File: config.mk
export PLATFORM = sky130hd
export DESIGN_NAME = spec_top_fmc_adc_100ms
export DESIGN_NICKNAME = d
export VERILOG_FILES = /design/src/rtl/spec_top_fmc_adc_100ms.sv
export SDC_FILE = /design/constraint.sdc
export NUM_CORES = 1
export LEC_CHECK = 0
export BUFFER_PORTS_ARGS = -buffer_cell sky130_fd_sc_hd__buf_2
export CAP_MARGIN = 30
export CORE_AREA = 2 2 162 180
export CTS_BUF_LIST = sky130_fd_sc_hd__clkbuf_8
export DETAILED_ROUTE_END_ITERATION = 10
export DIE_AREA = 0 0 164 182
export GPL_TIMING_DRIVEN = 0
export PLACE_DENSITY = 0.66
export SETUP_SLACK_MARGIN = 0.15
export SYNTH_ARGS = -nofsm -noshare
export SYNTH_HDL_FRONTEND = slang
export SYNTH_SLANG_ARGS = --single-unit
File: constraint.sdc
create_clock -name clk_i -period 7.9 [get_ports clk_i]
set_input_delay 0.79 -clock clk_i [delete_from_list [all_inputs] [get_ports clk_i]]
set_output_delay 0.79 -clock clk_i [all_outputs]
set_load 0.01 [all_outputs]
File: src/rtl/spec_top_fmc_adc_100ms.sv
// Multi-shot ADC acquisition controller: register bank, trigger FSM and sample stream to memory.
// Define FMC_ADC_THRES_TRIG_EN to build the per-channel threshold triggers with hysteresis.
module spec_top_fmc_adc_100ms #(
  parameter int G_CHANNELS = 4
) (
  input  logic                      clk_i,
  input  logic                      rst_i,
  input  logic [5:0]                reg_addr_i,
  input  logic [31:0]               reg_wdata_i,
  input  logic                      reg_we_i,
  input  logic                      reg_stb_i,
  output logic                      reg_ack_o,
  output logic [31:0]               reg_rdata_o,
  input  logic                      smp_valid_i,
  input  logic [16*G_CHANNELS-1:0]  smp_data_i,
  input  logic                      ext_trig_i,
  input  logic                      time_trig_i,
  output logic                      wr_valid_o,
  output logic [16*G_CHANNELS-1:0]  wr_data_o,
  output logic [23:0]               wr_addr_o,
  output logic                      trig_o,
  output logic                      acq_end_o,
  output logic [2:0]                acq_fsm_state_o
);

  typedef enum logic [2:0] {
    S_IDLE = 3'd1,
    S_PRE  = 3'd2,
    S_WAIT = 3'd3,
    S_POST = 3'd4,
    S_DECR = 3'd5
  } state_t;

`ifdef FMC_ADC_THRES_TRIG_EN
  localparam logic [7:0] TRIG_EN_MASK = 8'hF7;
`else
  localparam logic [7:0] TRIG_EN_MASK = 8'h07;
`endif

  state_t                     state_q, state_d, first_st;
  logic [31:0]                cnt_q, cnt_d;
  logic [15:0]                rem_q, rem_d;
  logic                       trig_q, trig_d, end_q, end_d;
  logic                       ack_q, ext_q;
  logic [31:0]                rdata_q, rdata_d;
  logic [15:0]                shots_q;
  logic [31:0]                pre_q, post_q;
  logic [7:0]                 trig_en_q;
  logic                       wr_vld_q;
  logic [16*G_CHANNELS-1:0]   wr_data_q;
  logic [23:0]                wr_addr_q;
  logic                       acc, reg_wr, ctl_wr, stop, start_acc, sw_trig, trig_any, capture;
  logic [G_CHANNELS-1:0]      thr_hit;

  // A held strobe is accepted once; ack follows one cycle later.
  assign acc       = reg_stb_i & ~ack_q;
  assign reg_wr    = acc & reg_we_i;
  assign ctl_wr    = reg_wr && (reg_addr_i == 6'h00);
  assign stop      = ctl_wr & reg_wdata_i[1];
  assign start_acc = ctl_wr & reg_wdata_i[0] & ~reg_wdata_i[1] & (state_q == S_IDLE)
                     & (shots_q != 16'd0) & (post_q != 32'd0);
  assign sw_trig   = reg_wr && (reg_addr_i == 6'h0C);
  assign trig_any  = (trig_en_q[0] & ext_trig_i & ~ext_q) | (trig_en_q[1] & sw_trig)
                     | (trig_en_q[2] & time_trig_i) | (|thr_hit);
  assign capture   = smp_valid_i & ((state_q == S_PRE) | (state_q == S_WAIT) | (state_q == S_POST));
  assign first_st  = (pre_q == 32'd0) ? S_WAIT : S_PRE;

`ifdef FMC_ADC_THRES_TRIG_EN
  logic [31:0] thres_q [G_CHANNELS];

  for (genvar c = 0; c < G_CHANNELS; c++) begin : g_thr
    logic signed [17:0] smp_s, val_s, low_s;
    logic               armed_q, arm_c, fire_c;
    // 18-bit arithmetic keeps val-hyst exact for any val/hyst combination.
    assign smp_s = {{2{smp_data_i[16*c+15]}}, smp_data_i[16*c +: 16]};
    assign val_s = {{2{thres_q[c][15]}}, thres_q[c][15:0]};
    assign low_s = val_s - $signed({2'b00, thres_q[c][31:16]});
    assign arm_c  = smp_s < low_s;
    assign fire_c = armed_q & (smp_s >= val_s);
    assign thr_hit[c] = smp_valid_i & fire_c & trig_en_q[4+c];

    always_ff @(posedge clk_i) begin
      if (rst_i) begin
        armed_q <= 1'b0;
      end else if (smp_valid_i) begin
        if (fire_c)     armed_q <= 1'b0;
        else if (arm_c) armed_q <= 1'b1;
      end
    end
  end
`else
  assign thr_hit = '0;
`endif

  always_ff @(posedge clk_i) begin
    if (rst_i) begin
      shots_q   <= '0;
      pre_q     <= '0;
      post_q    <= '0;
      trig_en_q <= '0;
`ifdef FMC_ADC_THRES_TRIG_EN
      for (int c = 0; c < G_CHANNELS; c++) thres_q[c] <= '0;
`endif
    end else if (reg_wr) begin
      case (reg_addr_i)
        6'h08: trig_en_q <= reg_wdata_i[7:0] & TRIG_EN_MASK;
        6'h10: shots_q   <= reg_wdata_i[15:0];
        6'h14: pre_q     <= reg_wdata_i;
        6'h18: post_q    <= reg_wdata_i;
`ifdef FMC_ADC_THRES_TRIG_EN
        6'h20: thres_q[0] <= reg_wdata_i;
        6'h24: thres_q[1] <= reg_wdata_i;
        6'h28: thres_q[2] <= reg_wdata_i;
        6'h2C: thres_q[3] <= reg_wdata_i;
`endif
        default: ;
      endcase
    end
  end

  always_comb begin
    rdata_d = '0;
    case (reg_addr_i)
      6'h04: rdata_d = {29'd0, state_q};
      6'h08: rdata_d = {24'd0, trig_en_q};
      6'h10: rdata_d = {16'd0, shots_q};
      6'h14: rdata_d = pre_q;
      6'h18: rdata_d = post_q;
      6'h1C: rdata_d = {16'd0, rem_q};
`ifdef FMC_ADC_THRES_TRIG_EN
      6'h20: rdata_d = thres_q[0];
      6'h24: rdata_d = thres_q[1];
      6'h28: rdata_d = thres_q[2];
      6'h2C: rdata_d = thres_q[3];
`endif
      default: rdata_d = '0;
    endcase
  end

  always_comb begin
    state_d = state_q;
    cnt_d   = cnt_q;
    rem_d   = rem_q;
    trig_d  = 1'b0;
    end_d   = 1'b0;
    case (state_q)
      S_IDLE: if (start_acc) begin
        state_d = first_st;
        cnt_d   = '0;
        rem_d   = shots_q;
      end
      S_PRE: if (smp_valid_i) begin
        if (cnt_q + 32'd1 >= pre_q) begin
          state_d = S_WAIT;
          cnt_d   = '0;
        end else begin
          cnt_d = cnt_q + 32'd1;
        end
      end
      // The trigger-cycle sample is already the first post-trigger sample.
      S_WAIT: if (trig_any) begin
        trig_d = 1'b1;
        if (smp_valid_i && post_q == 32'd1) begin
          state_d = S_DECR;
          cnt_d   = '0;
        end else begin
          state_d = S_POST;
          cnt_d   = {31'd0, smp_valid_i};
        end
      end
      S_POST: if (smp_valid_i) begin
        if (cnt_q + 32'd1 >= post_q) begin
          state_d = S_DECR;
          cnt_d   = '0;
        end else begin
          cnt_d = cnt_q + 32'd1;
        end
      end
      S_DECR: begin
        rem_d = rem_q - 16'd1;
        cnt_d = '0;
        if (rem_q <= 16'd1) begin
          state_d = S_IDLE;
          end_d   = 1'b1;
        end else begin
          state_d = first_st;
        end
      end
      default: state_d = S_IDLE;
    endcase
    if (stop) begin
      state_d = S_IDLE;
      cnt_d   = '0;
      trig_d  = 1'b0;
      end_d   = 1'b0;
    end
  end

  always_ff @(posedge clk_i) begin
    if (rst_i) begin
      state_q   <= S_IDLE;
      cnt_q     <= '0;
      rem_q     <= '0;
      trig_q    <= 1'b0;
      end_q     <= 1'b0;
      ext_q     <= 1'b0;
      ack_q     <= 1'b0;
      rdata_q   <= '0;
      wr_vld_q  <= 1'b0;
      wr_data_q <= '0;
      wr_addr_q <= '0;
    end else begin
      state_q  <= state_d;
      cnt_q    <= cnt_d;
      rem_q    <= rem_d;
      trig_q   <= trig_d;
      end_q    <= end_d;
      ext_q    <= ext_trig_i;
      ack_q    <= acc;
      rdata_q  <= (acc & ~reg_we_i) ? rdata_d : 32'd0;
      wr_vld_q <= capture;
      if (capture) wr_data_q <= smp_data_i;
      // Address presented with a write is that write's slot; it advances afterwards.
      if (start_acc)     wr_addr_q <= '0;
      else if (wr_vld_q) wr_addr_q <= wr_addr_q + 24'd1;
    end
  end

  assign reg_ack_o       = ack_q;
  assign reg_rdata_o     = rdata_q;
  assign wr_valid_o      = wr_vld_q;
  assign wr_data_o       = wr_data_q;
  assign wr_addr_o       = wr_addr_q;
  assign trig_o          = trig_q;
  assign acq_end_o       = end_q;
  assign acq_fsm_state_o = state_q;

endmodule

---- Yosys cells after proc, flatten, opt, wreduce, memory -nomap -nowiden ----
Cells that the tools add are included.
W data, S select, Z words.
operators by class
  $add $sub $neg .......................... 3
  multiply operators ...................... 0
  div/mod/pow operators ................... 0
  order comparisons ....................... 3
  equal/unequal tests ..................... 19
  shift-type cells ........................ 0
  multiplexer cells ....................... 23
  bitwise gates (word level) .............. 25
  reduce and logical (&&, ||, !) cells .... 21
operators with widths
  kind                     count
  $mux W32                 6
  $pmux W32 S6             1
  $pmux W32 S5             1
  $ge A32 B32 Y1           2
  $add A32 B1 Y32 const B  1
  $eq A32 B1 Y1 const B    1
  $logic_not A32 Y1        1
  $pmux W16 S2             1
  $reduce_bool A32 Y1      1
  $add A24 B1 Y24 const B  1
  $eq A6 B5 Y1 const B     4
  $mux W3                  6
  $le A16 B1 Y1 const B    1
  $mux W16                 1
  $reduce_bool A16 Y1      1
  $sub A16 B1 Y16 const B  1
  $pmux W3 S5              1
  $and A1 B1 Y1            14
  $eq A6 B4 Y1 const B     2
  $reduce_and A2 Y1        5
  $ne A2 B2 Y1 const B     4
  $not A1 Y1               7
  $eq A3 B2 Y1 const B     2
  $eq A3 B3 Y1 const B     2
  14 further kinds         27
storage, ports and cells
  register bits ........................... 259
  latch bits .............................. 0
  memory bits (writable) .................. 0
  bits in read-only memories .............. 0
  input port bits ......................... 109
  output and inout bits ................... 127
  word-level logic and storage cells ...... 109
  memories ................................ 0

---- Longest topological paths before layout ----
  word-level depth ........................ 11
  mapped depth ............................ 18

---- Worst setup path after synthesis ----
OpenSTA, ideal clock, no wires.
  path kind ............................... reg-to-reg
  start ................................... register cnt_q[0]
  end ..................................... register cnt_q[22]
  setup time .............................. 0.062 ns
  data arrival time ....................... 3.838 ns
  required time ........................... 7.838 ns
  setup slack ............................. 4.000 ns
  stages on the path, launching flop included .. 18
  clock period less this slack ............ 3.900 ns
  path through ............................ dfxtp_1 ha_1 nand3_1 nor3_1 and2_1 nand3_1 nor2_1 xor2_1 ha_1 and4_1 nand2_1 nand4_1 or4_1 o31ai_1 buf_4 buf_4 nand4_1 nand3_1
between the ends
  cells in the longest elaborated chain, start to end .. 5
RTL lines
  what                               line      source
  start: declaration                 41        logic [31:0] cnt_q, cnt_d;
  start signal: assignment           214       cnt_q <= cnt_d;
  $add A32 B1 Y32 *                  n/a
  $ge A32 B32 Y1 (on tied branches)  172, 153
  $mux W32 (on tied branches)        172, 153
  $mux W32 (on tied branches)        171, 152
  $pmux W32 S5 *                     146       case (state_q)
Mark *: on every way between the ends. The rest lies on a longest branch, timed or not. The select of a mux whose other input is x is not followed.
A chain may end at the register's enable or synchronous reset.

---- Worst setup path after layout ----
  start ................................... register cnt_q[0]
  end ..................................... register cnt_q[13]
Same word-level chain as after synthesis.

==> reports/qor.yml <==
timing:
  layout_min_cycle_time_ns: 4.92
  fmax_mhz: 203
  fin_skew_ns: 0.0311
  period_share: 0.623
  fin_hold_ws_ns: 0.449
  final_max_slew_viol_count: 0
  setup_violations: 0
  worst_pin_slew_ns: 1.19
  slew-limit-headroom: 0.196
  timing.setup.tns_ns: 0
  hold_viol_final: 0
  rsz0062_at_grt: "false"
synthesis:
  synth.area.mux_share: 0.0265
  syn_inst: 1581
  synthXorXnorAreaFrac: 0.0372
  async_flop_share: 0
  synth_nets: 1759
  synth_seq_area_share: 0.416
  synth_compound_area_frac: 0.166
  syn_area_um2: 12500
  synth-edff-count: 0
  yosys.cell_types.count: 62
  ys_ff_latch: 259
  syn_area_per_cell_um2: 7.89
  yosys_warnings: 0
  yosys.area_share.simple: 0.232
  synth_flop_cell: "dfxtp_1"
  synth_top_family_by_area: "simple AND/OR/NAND/NOR gates"
  synthAdderAreaFrac: 0.0700
floorplanning:
  rows: 65
  initial_core_util: 0.442
  die_w_um: 164
  die_h_um: 182
  dieArea_um2: 29800
  ioPinCount: 236
  core_um2: 28200
worst_setup_path:
  cp_slowest_cell: "nor3_1"
  cp_cell_sequence: "ha_1 -> nand3_1 -> nor3_1 -> and2_1 -> nand3_1 -> nor2_1 -> xor2_1 -> ha_1 -> nand4_1 -> a21oi_1 -> nor4b_1 -> nand3_1 -> o31ai_1 -> buf_4 -> nand2_2 -> o31ai_1"
  reg2reg_depth: 16
  r2r_slack_ns: 2.98
  crit_type: "reg -> reg"
  end_kind: "flip-flop"
  crit_arrival_ns: 5.37
  worstReg2RegEnd: "cnt_q[13]"
  worst-path-max-fanout: 10
  worstReg2RegStart: "cnt_q[0]"
  required_ns: 8.35
  slowest_delay_ns: 0.60
  cpMostUsedCell: "nand3_1"
  cp-start-kind: "flip-flop"
clock_network:
  htree_levels: 2
  cts_sinks: 259
  cts_buffers: 45
  clk_pin_slew_ns: 0.06
  cts-root-buf: "clkbuf_8"
  cts.path.max_buffers: 3
  cts_setup_buffers: 0
  cts_hold_buf: 0
  clk_latency_ns: 0.57
  tritoncts: "yes"
  cts_resized: 0
global_route:
  grt_pass1_vias: 11752
  antenna_found_initial: 1
  grt_pass1_wl_mm: 61.2
  grt-ovfl-total: 0
  grt.total_usage: 0.257
  grt_max_degree: 13
pwr:
  pwr_density_cell_nw_per_um2: 184
  p_leak_nw: 6.01
  peakVddDrop_uv: 146
  total_power_mw: 2.76
finish:
  drive_gt1_frac: 0.164
  multi_input_area_um2: 6630
  syn_to_final_growth_pct: 20.2
  fillCellCount: 2746
  nets: 2040
  regArea_um2: 5180
min_path:
  min_path_type: "reg -> reg"
  holdCritStartpoint: "wr_data_o[19]"
  min_to: "wr_data_o[19]"
  min_path_cells: 2
placed_design:
  io_buffers: 233
  gp_congestion: 0.970
  dp_hpwl_mm: 29.5
route:
  drcViolationCount: 0
  wl_per_cell_um: 17.4
  drtIter0Drc: 830
  ant_nets: 0
  viasPerCell: 5.50
  wl_mm: 39.2
  vias: 12414
  first_pass_iters: 7
status:
  status: "complete, no violations"
flow_run:
  drv_cap: 0
==> cell type report <==
cell class / instances / area share
Clock inverter: 24 / 0.0124
Sequential cell: 259 / 0.346
Multi-Input combinational cell: 1154 / 0.442
Clock buffer: 51 / 0.0468
Buffer: 88 / 0.0238
Antenna cell: 1 / 0.000167
Inverter: 80 / 0.0200
Tap cell: 368 / 0.0307
Timing Repair Buffer: 234 / 0.0781
==> worst max-delay path by stage <==
stage,startpoint,end,slack (ns),depth (start not counted)
global placement,cnt_q[0],acq_fsm_state_o[1],3.21,15
floorplan,cnt_q[0],cnt_q[22],4.00,17
detailed placement,cnt_q[0],cnt_q[13],3.14,16
finish,cnt_q[0],cnt_q[13],2.98,16
global route,cnt_q[0],cnt_q[17],2.57,17
CTS,cnt_q[0],cnt_q[13],3.10,16
==> state kept, by name, summed over array words and instances (netlist names) <==
name,flops
wr_data_o,64
cnt_q,32
post_q,32
pre_q,32
reg_rdata_o,32
wr_addr_o,24
rem_q,16
shots_q,16
acq_fsm_state_o,3
trig_en_q,3
acq_end_o,1
ext_q,1
reg_ack_o,1
trig_o,1
wr_valid_o,1
==> critical path, delay by kind of cell, from the launching register on <==
family          cells  cell delay [ns]
compound gates      3             0.74
xor+xnor            1             0.29
fa+ha+maj           2             0.59
buf+inv             1             0.27
flops               1             0.44
simple gates        9             2.45
==> cell usage in the layout (no fill, tap or decap), drive strengths merged, types with 14 or more instances in the layout <==
cell type | Yosys | routed
buf | 10 | 244
nor4 | 25 | 25
nand3 | 41 | 41
xor2 | 25 | 25
ha | 69 | 69
mux2i | 33 | 33
nand4 | 31 | 31
o31ai | 14 | 14
nor3 | 24 | 24
clkbuf | 78 | 129
o21ai | 23 | 23
a22oi | 47 | 47
dfxtp | 259 | 259
nand2 | 352 | 352
xnor2 | 28 | 28
inv | 79 | 96
nor2 | 127 | 127
a21oi | 193 | 193
==> Yosys cell counts (all sizes together), types with 13 or more instances <==
cell type / n / area [um2]
inv: 79 / 297
o22a: 13 / 114
o21ai: 23 / 115
xnor2: 28 / 245
nor3: 24 / 120
nor2: 127 / 479
ha: 69 / 863
a21oi: 193 / 966
nand3: 41 / 205
mux2i: 33 / 330
xor2: 25 / 219
a22oi: 47 / 353
nand2: 352 / 1320
clkbuf: 78 / 293
o31ai: 14 / 110
nand4: 31 / 194
nor4: 25 / 163
dfxtp: 259 / 5180
==> kinds of logic (layout without fill, tap and decap cells) <==
group	Yosys count	count (layout)
muxes	33	33
buffers and inverters	168	477
AOI/OAI and AO/OA	340	340
and+or+nand+nor	658	658
DFF	259	259
other	0	1
adders and majority gates	70	70
xor gates and xnor gates	53	53
==> per-layer routing <==
metal  share of wire  track usage
met5               0            0
met4           0.030       0.0958
met3           0.073       0.0503
met2            0.48        0.428
met1            0.42        0.329
==> stage by stage <==
| stage | utilization | area (um2) | instances | setup WS, ns |
|---|---|---|---|---|
| floorplan | - | 12500 | 1581 | 4.00 |
| global placement | 0.499 | 14100 | 2182 | 3.21 |
| detailed placement | 0.500 | 14100 | 2183 | 3.14 |
| CTS | 0.531 | 15000 | 2258 | 3.10 |
| global route | 0.531 | 15000 | 2259 | 2.57 |
| finish | 0.531 | 15000 | 2259 | 2.98 |
==> power by group <==
group          internal, mW  switching (mW)
combinational        0.0655           0.123
sequential             1.32          0.0109
clock                 0.687           0.553
Power figures use the tool's default switching activity.
